===== config.mk =====
export PLATFORM = sky130hd
export DESIGN_NAME = ahb_arbiter_flat
export DESIGN_NICKNAME = d
export VERILOG_FILES = /design/src/rtl/ahb_arbiter_if.sv /design/src/rtl/ahb_arbiter.sv /design/src/flat_wrapper.sv
export SDC_FILE = /design/constraint.sdc
export NUM_CORES = 1
export LEC_CHECK = 0
export ABC_AREA = 1
export CAP_MARGIN = 10
export CORE_MARGIN = 10
export CORE_UTILIZATION = 30
export DETAILED_ROUTE_END_ITERATION = 7
export PLACE_DENSITY_LB_ADDON = 0.25
export SLEW_MARGIN = 20
export SYNTH_ARGS = -nofsm -noshare
export SYNTH_HDL_FRONTEND = slang
export SYNTH_SLANG_ARGS = --single-unit

===== constraint.sdc =====
create_clock -name hclk -period 1.7 [get_ports hclk]
set_input_delay 0.17 -clock hclk [delete_from_list [all_inputs] [get_ports hclk]]
set_output_delay 0.17 -clock hclk [all_outputs]
set_load 0.02 [all_outputs]

===== src/rtl/ahb_arbiter_if.sv =====
// Bus-side signal bundle between the AHB masters and the arbiter.
// The master modport drives requests and transfer status; the slave modport is the arbiter itself.
interface ahb_arbiter_if;
  logic [3:0] hbusreq;
  logic [3:0] hlock;
  logic [1:0] htrans;
  logic [2:0] hburst;
  logic       hready;
  logic       hresp;
  logic [3:0] hgrant;
  logic [1:0] hmaster;
  logic       hmastlock;

  modport master (
    output hbusreq, hlock, htrans, hburst, hready, hresp,
    input  hgrant, hmaster, hmastlock
  );

  modport slave (
    input  hbusreq, hlock, htrans, hburst, hready, hresp,
    output hgrant, hmaster, hmastlock
  );
endinterface


===== src/rtl/ahb_arbiter.sv =====
// Four-master AHB arbiter tracking fixed-length bursts and locked transfers.
// Define AHB_ARB_FIXED_PRIO_EN to replace round-robin with fixed priority (lowest index wins).
module ahb_arbiter #(
  parameter int DEFAULT_MASTER = 0
) (
  input logic          hclk,
  input logic          hreset,
  ahb_arbiter_if.slave bus
);

  localparam logic [1:0] DefIdx     = 2'(DEFAULT_MASTER);
  localparam logic [3:0] DefGrant   = 4'b0001 << DEFAULT_MASTER;
  localparam logic [1:0] TransIdle  = 2'd0;
  localparam logic [1:0] TransNonseq = 2'd2;
  localparam logic [1:0] TransSeq   = 2'd3;

  typedef enum logic [1:0] {ARB, BURST, LOCK} state_t;

  state_t     r_state;
  logic [3:0] r_grant;
  logic [1:0] r_master;
  logic       r_mastlock;
  logic [3:0] r_cnt;
  logic [1:0] r_rrPtr;

  state_t     w_stateNext;
  logic [3:0] w_grantNext;
  logic [1:0] w_masterNext;
  logic       w_mastlockNext;
  logic [3:0] w_cntNext;
  logic [1:0] w_ptrNext;
  logic [1:0] w_arbIdx;
  logic [1:0] w_nextIdx;
  logic       w_doArb;
  logic       w_burstStart;
  logic [3:0] w_burstLen;

  // The loop runs from the farthest candidate down so the nearest requester is assigned last.
  always_comb begin
    w_arbIdx = DefIdx;
`ifdef AHB_ARB_FIXED_PRIO_EN
    for (int i = 3; i >= 0; i--) begin
      if (bus.hbusreq[i]) w_arbIdx = 2'(i);
    end
`else
    for (int i = 3; i >= 0; i--) begin
      if (bus.hbusreq[r_rrPtr + 2'(i) + 2'd1]) w_arbIdx = r_rrPtr + 2'(i) + 2'd1;
    end
`endif
  end

  always_comb begin
    w_burstStart = (bus.htrans == TransNonseq) && (bus.hburst >= 3'd2);
    case (bus.hburst[2:1])
      2'b01:   w_burstLen = 4'd3;
      2'b10:   w_burstLen = 4'd7;
      2'b11:   w_burstLen = 4'd15;
      default: w_burstLen = 4'd0;
    endcase
  end

  // A burst-opening NONSEQ keeps the current grant; every other accepted ARB edge re-arbitrates.
  always_comb begin
    w_stateNext    = r_state;
    w_grantNext    = r_grant;
    w_masterNext   = r_master;
    w_mastlockNext = r_mastlock;
    w_cntNext      = r_cnt;
    w_ptrNext      = r_rrPtr;
    w_doArb        = 1'b0;
    w_nextIdx      = r_master;
    if (bus.hready) begin
      case (r_state)
        ARB: begin
          if (w_burstStart) begin
            w_stateNext = BURST;
            w_cntNext   = w_burstLen;
          end else begin
            w_doArb = 1'b1;
          end
        end
        BURST: begin
          if (bus.htrans == TransSeq) begin
            if (r_cnt <= 4'd1) w_doArb = 1'b1;
            else w_cntNext = r_cnt - 4'd1;
          end else if (bus.htrans == TransIdle) begin
            w_doArb = 1'b1;
          end
        end
        LOCK: begin
          if (!bus.hlock[r_master]) w_doArb = 1'b1;
        end
        default: w_doArb = 1'b1;
      endcase
      if (w_doArb) begin
        w_nextIdx   = w_arbIdx;
        w_grantNext = 4'b0001 << w_arbIdx;
        w_ptrNext   = w_arbIdx;
        w_cntNext   = 4'd0;
        w_stateNext = bus.hlock[w_arbIdx] ? LOCK : ARB;
      end
      w_masterNext   = w_nextIdx;
      w_mastlockNext = bus.hlock[w_nextIdx];
    end else if (bus.hresp && (r_state != ARB)) begin
      w_stateNext = ARB;
      w_cntNext   = 4'd0;
    end
  end

  always_ff @(posedge hclk or posedge hreset) begin
    if (hreset) begin
      r_state    <= ARB;
      r_grant    <= DefGrant;
      r_master   <= DefIdx;
      r_mastlock <= 1'b0;
      r_cnt      <= 4'd0;
      r_rrPtr    <= 2'd0;
    end else begin
      r_state    <= w_stateNext;
      r_grant    <= w_grantNext;
      r_master   <= w_masterNext;
      r_mastlock <= w_mastlockNext;
      r_cnt      <= w_cntNext;
      r_rrPtr    <= w_ptrNext;
    end
  end

  assign bus.hgrant    = r_grant;
  assign bus.hmaster   = r_master;
  assign bus.hmastlock = r_mastlock;

endmodule


===== src/flat_wrapper.sv =====
// flat-port wrapper written by rule: the top's interface ports become plain ports
module ahb_arbiter_flat 
#(
  parameter int DEFAULT_MASTER = 0
)
  (hclk, hreset, bus_hbusreq, bus_hlock, bus_htrans, bus_hburst, bus_hready, bus_hresp, bus_hgrant, bus_hmaster, bus_hmastlock);
  ahb_arbiter_if bus_i ();
  input logic hclk;
  input logic hreset;
  input wire logic [$bits(bus_i.hbusreq)-1:0] bus_hbusreq;
  input wire logic [$bits(bus_i.hlock)-1:0] bus_hlock;
  input wire logic [$bits(bus_i.htrans)-1:0] bus_htrans;
  input wire logic [$bits(bus_i.hburst)-1:0] bus_hburst;
  input wire logic [$bits(bus_i.hready)-1:0] bus_hready;
  input wire logic [$bits(bus_i.hresp)-1:0] bus_hresp;
  output wire logic [$bits(bus_i.hgrant)-1:0] bus_hgrant;
  output wire logic [$bits(bus_i.hmaster)-1:0] bus_hmaster;
  output wire logic [$bits(bus_i.hmastlock)-1:0] bus_hmastlock;
  assign bus_i.hbusreq = bus_hbusreq;
  assign bus_i.hlock = bus_hlock;
  assign bus_i.htrans = bus_htrans;
  assign bus_i.hburst = bus_hburst;
  assign bus_i.hready = bus_hready;
  assign bus_i.hresp = bus_hresp;
  assign bus_hgrant = bus_i.hgrant;
  assign bus_hmaster = bus_i.hmaster;
  assign bus_hmastlock = bus_i.hmastlock;
  ahb_arbiter #(.DEFAULT_MASTER(DEFAULT_MASTER)) u_core (.hclk(hclk), .hreset(hreset), .bus(bus_i));
endmodule

### Yosys cells after proc, flatten, opt, wreduce, memory -nomap -nowiden

Index checks and enable logic that the tools add are counted.

| word-level totals | value |
|---|---|
| bits in registers | 15 |
| input port bits | 17 |
| output and inout port bits | 7 |
| logic and storage cells | 86 |

| operators by class | value |
|---|---|
| $add $sub $neg | 7 |
| order comparisons | 9 |
| equal/unequal tests | 13 |
| shift-type cells | 1 |
| mux-type cells | 41 |
| reductions and logical operators | 9 |

Operators by type and width:

| operator | number |
|---|---|
| $mux 2 | 12 |
| $mux 4 | 6 |
| $lt 2x3->1 const B | 7 |
| $bmux 1 s2 | 7 |
| $mux 1 | 13 |
| $pmux 4 s3 | 1 |
| $eq 2x2->1 const B | 5 |
| $add 2x1->2 const B | 4 |
| $ne 4x2->1 const B | 2 |
| $pmux 4 s2 | 1 |
| $ne 3x1->1 const B | 2 |
| $reduce_and 5->1 | 1 |
| $add 2x2->2 const B | 2 |
| $eq 2x1->1 const B | 2 |
| $le 4x1->1 const B | 1 |
| $logic_not 2->1 | 2 |
| $ne 4x1->1 const B | 1 |
| $ne 4x4->1 const B | 1 |
| $reduce_bool 2->1 | 2 |
| $shl 1x2->4 const A | 1 |
| $sub 4x1->4 const B | 1 |
| $ge 3x2->1 const B | 1 |
| $pmux 1 s3 | 1 |
| $reduce_and 3->1 | 1 |
| 2 further kinds | 3 |

### Longest topological paths before layout

| depth | value |
|---|---|
| depth after elaboration | 13 |
| depth in mapped cells | 16 |
| depth with buffers taken out | 15 |

### Worst setup path after synthesis

Ideal clock, no wire load.

| path | value |
|---|---|
| path type | register -> register |
| start | register u_core.r_cnt[0] |
| end | register u_core.r_mastlock (netlist: u_core.bus.hmastlock) |
| arrival time | 1.548 ns |
| required time | 1.584 ns |
| slack | 0.036 ns |
| stages on the path, launching flop included | 15 |
| buffers on the path | 0 |
| clock period less this slack | 1.664 ns |
| cell sequence | dfrtp_1 inv_1 ha_1 o21ai_1 nor2_1 o21ai_2 nand2_4 inv_4 nand2_1 nand2_1 inv_1 nand3_1 nand2_1 nand2_1 nand2_1 |

| on the way | value |
|---|---|
| longest elaborated chain between the ends | 9 |

Ends and longest elaborated chain:

| item | RTL line | text |
|---|---|---|
| from (decl) | ahb_arbiter.sv:23 | `logic [3:0] r_cnt;` |
| from (signal assigned) | ahb_arbiter.sv:123 | `r_cnt <= w_cntNext;` |
| $le 4x1->1 | ahb_arbiter.sv:84 | `if (r_cnt <= 4'd1) w_doArb = 1'b1;` |
| $mux 1 | ahb_arbiter.sv:84 |  |
| $mux 1 | ahb_arbiter.sv:83 | `if (bus.htrans == TransSeq) begin` |
| $pmux 1 s3 | ahb_arbiter.sv:73 | `case (r_state)` |
| $mux 1 | ahb_arbiter.sv:72 | `if (bus.hready) begin` |
| $mux 2 | ahb_arbiter.sv:95 | `if (w_doArb) begin` |
| $mux 2 | ahb_arbiter.sv:72 |  |
| $bmux 1 s2 | ahb_arbiter.sv:103 | `w_mastlockNext = bus.hlock[w_nextIdx];` |
| $mux 1 (implied by the code) | ahb_arbiter.sv:103 |  |
| to (signal assigned) | ahb_arbiter.sv:122 | `r_mastlock <= w_mastlockNext;` |
| to (decl) | ahb_arbiter.sv:22 | `logic r_mastlock;` |

No other way between the ends. The select of a mux whose other input is x is not followed.
A chain may end at the register's enable or synchronous reset.

### Worst setup path after layout

| path | value |
|---|---|
| start | register u_core.r_cnt[0] |
| end | register u_core.r_cnt[2] |

| on the way | value |
|---|---|
| longest elaborated chain between the ends | 7 |
| elaborated cells between the ends (all ways) | 16 |
| those cells by class | 1 x add/sub; 1 x order compare; 4 x eq/ne; 9 x mux; 1 x reduce/logical |

Ends and longest elaborated chain:

| item | RTL line |
|---|---|
| $le 4x1->1 | ahb_arbiter.sv:84 |
| $mux 1 | ahb_arbiter.sv:84 |
| $mux 1 | ahb_arbiter.sv:83 |
| $pmux 1 s3 | ahb_arbiter.sv:73 |
| $mux 1 | ahb_arbiter.sv:72 |
| $ne 4x2->1 (no line), or another cell as far along | -- |
| $reduce_and 5->1 (no line) / $mux 4 (equally long branches) | -- |

Several ways; a longest one is shown, not always the timed one. The select of a mux whose other input is x is not followed.

==> results.md <==
Status:
- The run finished, with violations left.
- The checks that failed: setup timing.

Placement:
- Timing analysis after detailed placement gives a worst setup slack of -147 ps.
- The count of input and output buffers is 22.
- The placed instances occupy a cell area of 0.00160 sq mm.
- The placed instance count is 261.
- Detailed placement ended at an HPWL of 2400 microns.
- The placer congestion estimate is 0.807.

CTS:
- In this run the clock root is driven by a sky130_fd_sc_hd__clkbuf_8.
- For the worst-skew pair, the clock arrives at the later sink with an insertion delay of 250 ps.
- The number of clock buffers added by TritonCTS is 3.
- TritonCTS built the clock tree.
- The clock-pin slew reported for the worst setup and hold paths after clock tree synthesis is 60 ps.
- CTS built an H-tree with a depth of 1.
- The buffer levels on the longest clock path is 2.
- The clock net in this run drives a total of 15 sinks.

Power:
- The worst-case IR drop observed on VDD is 0.904 mV.
- Total power for the finished layout comes to 3.75 mW.
- The leakage power summed over all cells is 0.890 nW.
- For this design the ratio of total power to cell area is 2020 mW/mm^2.

Synthesis:
- The post-synthesis cell count is 171.
- The post-synthesis area per instance is 6.87 sq um.
- Counting distinct cell types in the post-synthesis netlist gives 28.
- After synthesis the netlist holds a flip-flop and latch count of 15.
- During synthesis, Yosys emitted a total of 0 warnings.
- The synthesized-area fraction occupied by and/or/nand/nor cells is 37.2%.
- Sequential elements use 32.1% of the synthesized area.
- The net count after synthesis is 190.
- The mapped netlist covers 0.00117 sq mm.
- Of the total synthesized cell area, the portion taken by XOR and XNOR cells is 0.745%.
- Summing the areas of all fa, ha and maj instances in the mapped netlist gives 2.13% of the synthesized area.
- The combinational family with the most area after synthesis is simple AND/OR/NAND/NOR gates.
- The post-synthesis mux area share is 0%.
- The area fraction in compound gates after synthesis is 16.9%.

Die:
- The number of top-level design ports is 24.
- The floorplan has 22 rows.
- The starting density of the core is 31.6%.
- The die covers 0.00682 sq mm.
- The die is 82.6 microns tall.
- From left edge to right edge, the die measures 82.6 microns.
- The floorplan step defined a core boundary enclosing 0.00372 sq mm.

Finish:
- The area overhead of the layout relative to synthesis is 57.9%.
- The net count of the finished layout is 243.
- The number of filler cells placed in the layout is 372.
- Summing all multi-input logic gate instances after layout gives 825 sq um.
- The area of all placed cells without fillers is 0.00186 sq mm.
- Once layout is complete, the cells apart from fillers number 271.
- The share of final-layout standard cells stronger than drive strength 1 is 41.7%.
- The utilization after layout is 49.9%.
- The number of antenna diodes in the final layout is 0.
- The sequential cell area is 379 sq um.

STA:
- Final hold analysis gives a worst-case slack of 276 ps.
- The sum of negative setup slack is -476 ps.
- The final worst-path setup slack is -105 ps.
- Derived from the worst setup path, the maximum achievable clock frequency is 0.554 GHz.
- Setup violations remaining at the end of the flow were counted as 12.
- Headroom to the max-slew limit came out at 60.8%.
- The final period utilization is 106%.
- The worst path in the final design needs a cycle of 1800 ps, including I/O delays and setup.
- Between clock sinks in the finished design, the worst skew comes to 3.73 ps.
- Setup repair after global routing could not meet its margin everywhere.
- The actual transition at the worst max-transition pin is 587 ps.
- The number of pins with negative max-slew slack in the final report is 0.
- The final-report hold violation count came to 0.

Global routing:
- The via count of the first global-routing pass is 1264.
- The initial antenna violation count is 0.
- Global routing used 10.1% of the available tracks across all layers.
- Entering global routing, the biggest net connects 16 pins.
- The first-pass GRT wire length is 5490 microns.
- For this run the aggregate overflow at the end of global routing stands at 0.

Worst setup path:
- STA classifies the critical path endpoint as a flop.
- The largest single stage delay on the critical path is 430 ps.
- The signal on the critical path passes through ha_4 -> o21ai_4 -> buf_4 -> buf_4 -> buf_4 -> buf_4 -> nand4_1 -> nand3_2 -> nand2_4 -> nand2_2 -> o31ai_4.
- The data required time of the worst path is 1830 ps.
- Among cell families on the critical path, the largest total delay comes from simple AND/OR/NAND/NOR gates.
- The type of origin of the critical path is a flop.
- The critical path is of the reg2reg type.
- The worst register-to-register path has a depth of 11.
- The number of logic stages on the critical path including buffering is 11.
- In this run the worst path has a maximum fanout of 8.
- The critical path data arrival time is 1940 ps.
- The cell with the largest stage delay on the worst path is sky130_fd_sc_hd__dfrtp_2.
- The most numerous cell type found on the critical path is sky130_fd_sc_hd__buf_4.
- The number of buffers and inverters on the critical path is 4.

Routing:
- The violation count after the first detailed-routing iteration is 64.
- The number of routed nets with antenna violations is 0.
- The per-cell via count in the routed design is 4.56.
- The final route contains 1235 vias.
- The DRC violation count after routing is 0.
- The detailed-router iteration count before antenna repair is 4.
- In the final routed layout, each cell accounts on average for 12.1 microns.
- The routed design has 3280 microns of wire.

Worst hold path:
- The kind of path behind the tightest hold check is in2async.

Run:
- Across the run, the number of max-cap violations was 0.
[sequential cells by signal (all words and copies together) (netlist names)]
signal	cells
u_core.bus.hgrant	4
u_core.bus.hmaster	2
u_core.bus.hmastlock	1
u_core.r_cnt	4
u_core.r_rrPtr	2
u_core.r_state	2
[area by class of cell]
class / count / area share (%)
Timing Repair Buffer: 49 / 23.0
Sequential cell: 15 / 20.4
Clock buffer: 4 / 2.43
Tap cell: 48 / 3.24
Multi-Input combinational cell: 125 / 44.4
Inverter: 30 / 6.47
[final timing paths]
path                                       from                   end  slack, ps
hold reg to reg            u_core.bus.hgrant[0]  u_core.bus.hgrant[0]        470
min in group hclk          u_core.bus.hgrant[0]  u_core.bus.hgrant[0]        470
setup reg to reg                u_core.r_cnt[0]       u_core.r_cnt[2]       -100
hold / removal                           hreset     u_core.r_rrPtr[1]        280
setup / recovery                u_core.r_cnt[0]       u_core.r_cnt[2]       -100
max in group asynchronous                hreset       u_core.r_cnt[0]       1010
[layout by cell type (no fill, tap or decap)]
cell type	synthesis	routed
sky130_fd_sc_hd__nand2_2	7	20
sky130_fd_sc_hd__nor2_8	1	1
sky130_fd_sc_hd__o211ai_1	1	1
sky130_fd_sc_hd__dfstp_2	1	1
sky130_fd_sc_hd__inv_1	24	19
sky130_fd_sc_hd__nand3_4	0	1
sky130_fd_sc_hd__dfrtp_1	14	12
sky130_fd_sc_hd__o211ai_2	1	1
sky130_fd_sc_hd__clkdlybuf4s50_1	0	22
sky130_fd_sc_hd__inv_4	2	3
sky130_fd_sc_hd__dfrtp_2	0	2
sky130_fd_sc_hd__buf_4	0	26
sky130_fd_sc_hd__clkbuf_1	0	1
sky130_fd_sc_hd__nand3_2	2	3
sky130_fd_sc_hd__buf_6	1	1
sky130_fd_sc_hd__nor2_2	0	2
sky130_fd_sc_hd__nand2_4	2	4
sky130_fd_sc_hd__and3_1	1	1
sky130_fd_sc_hd__nand2_1	54	39
sky130_fd_sc_hd__ha_4	0	2
sky130_fd_sc_hd__nand3_1	12	10
sky130_fd_sc_hd__o311ai_0	1	1
sky130_fd_sc_hd__clkbuf_8	0	3
sky130_fd_sc_hd__o21ai_4	0	1
sky130_fd_sc_hd__o21ai_0	9	6
sky130_fd_sc_hd__nand4_1	1	1
sky130_fd_sc_hd__o21ai_2	2	7
sky130_fd_sc_hd__nor4_1	1	1
sky130_fd_sc_hd__a21oi_2	0	2
sky130_fd_sc_hd__a21oi_1	7	5
sky130_fd_sc_hd__o31ai_4	0	2
sky130_fd_sc_hd__xor2_1	1	1
sky130_fd_sc_hd__o21ai_1	8	5
sky130_fd_sc_hd__o31ai_2	2	1
sky130_fd_sc_hd__nor2_4	2	2
sky130_fd_sc_hd__nor2_1	7	5
sky130_fd_sc_hd__inv_2	4	8
[metal layers]
metal / wire [microns] / part of all wire (%) / GRT usage, %
met2: 1570 / 48 / 15.7
met3: 219 / 6.7 / 4.00
met5: 0 / 0 / 0
met4: 34 / 1.0 / 2.01
met1: 1450 / 44 / 12.9
[Yosys cell counts]
master / instances / area share (%)
sky130_fd_sc_hd__o211ai_2: 1 / 1.1
sky130_fd_sc_hd__buf_6: 1 / 0.96
sky130_fd_sc_hd__nand4_1: 1 / 0.53
sky130_fd_sc_hd__a21oi_1: 7 / 3.0
sky130_fd_sc_hd__inv_4: 2 / 1.1
sky130_fd_sc_hd__nor4_1: 1 / 0.53
sky130_fd_sc_hd__nand2_4: 2 / 1.9
sky130_fd_sc_hd__nor2_4: 2 / 1.9
sky130_fd_sc_hd__dfrtp_1: 14 / 30
sky130_fd_sc_hd__nor2_8: 1 / 1.7
sky130_fd_sc_hd__o211ai_1: 1 / 0.64
sky130_fd_sc_hd__dfstp_2: 1 / 2.2
sky130_fd_sc_hd__o21ai_1: 8 / 3.4
sky130_fd_sc_hd__xor2_1: 1 / 0.75
sky130_fd_sc_hd__nand3_1: 12 / 5.1
sky130_fd_sc_hd__o21ai_0: 9 / 3.8
sky130_fd_sc_hd__nand3_2: 2 / 1.7
sky130_fd_sc_hd__ha_1: 2 / 2.1
sky130_fd_sc_hd__nand2_2: 7 / 3.7
sky130_fd_sc_hd__inv_1: 24 / 7.7
sky130_fd_sc_hd__o311ai_0: 1 / 0.75
sky130_fd_sc_hd__o31ai_2: 2 / 2.1
sky130_fd_sc_hd__o21ai_2: 2 / 1.5
sky130_fd_sc_hd__nand2_1: 54 / 17
sky130_fd_sc_hd__o31ai_1: 1 / 0.64
sky130_fd_sc_hd__and3_1: 1 / 0.53
sky130_fd_sc_hd__inv_2: 4 / 1.3
sky130_fd_sc_hd__nor2_1: 7 / 2.2
[what timing repair did]
action / in CTS / in global routing
pin swaps: 11 / 14
buffers inserted: 4 / 2
hold buffers: 0 / 0
setup endpoints to repair: 15 / 15
cloned: 0 / 0
gates resized for setup: 10 / 40
[kinds of logic after synthesis]
family          count (synthesis)
simple gates                   90
compound gates                 32
buf+inv                        31
flops                          15
fa+ha+maj                       2
xor+xnor                        1
[where the power goes]
| group | internal, mW | leakage [nW] | switching, mW | total (mW) |
|---|---|---|---|---|
| combinational | 1.26 | 0.681 | 1.52 | 2.78 |
| clock | 0.166 | 0.0228 | 0.130 | 0.296 |
| sequential | 0.518 | 0.187 | 0.161 | 0.679 |
Power figures use the tool's default switching activity.
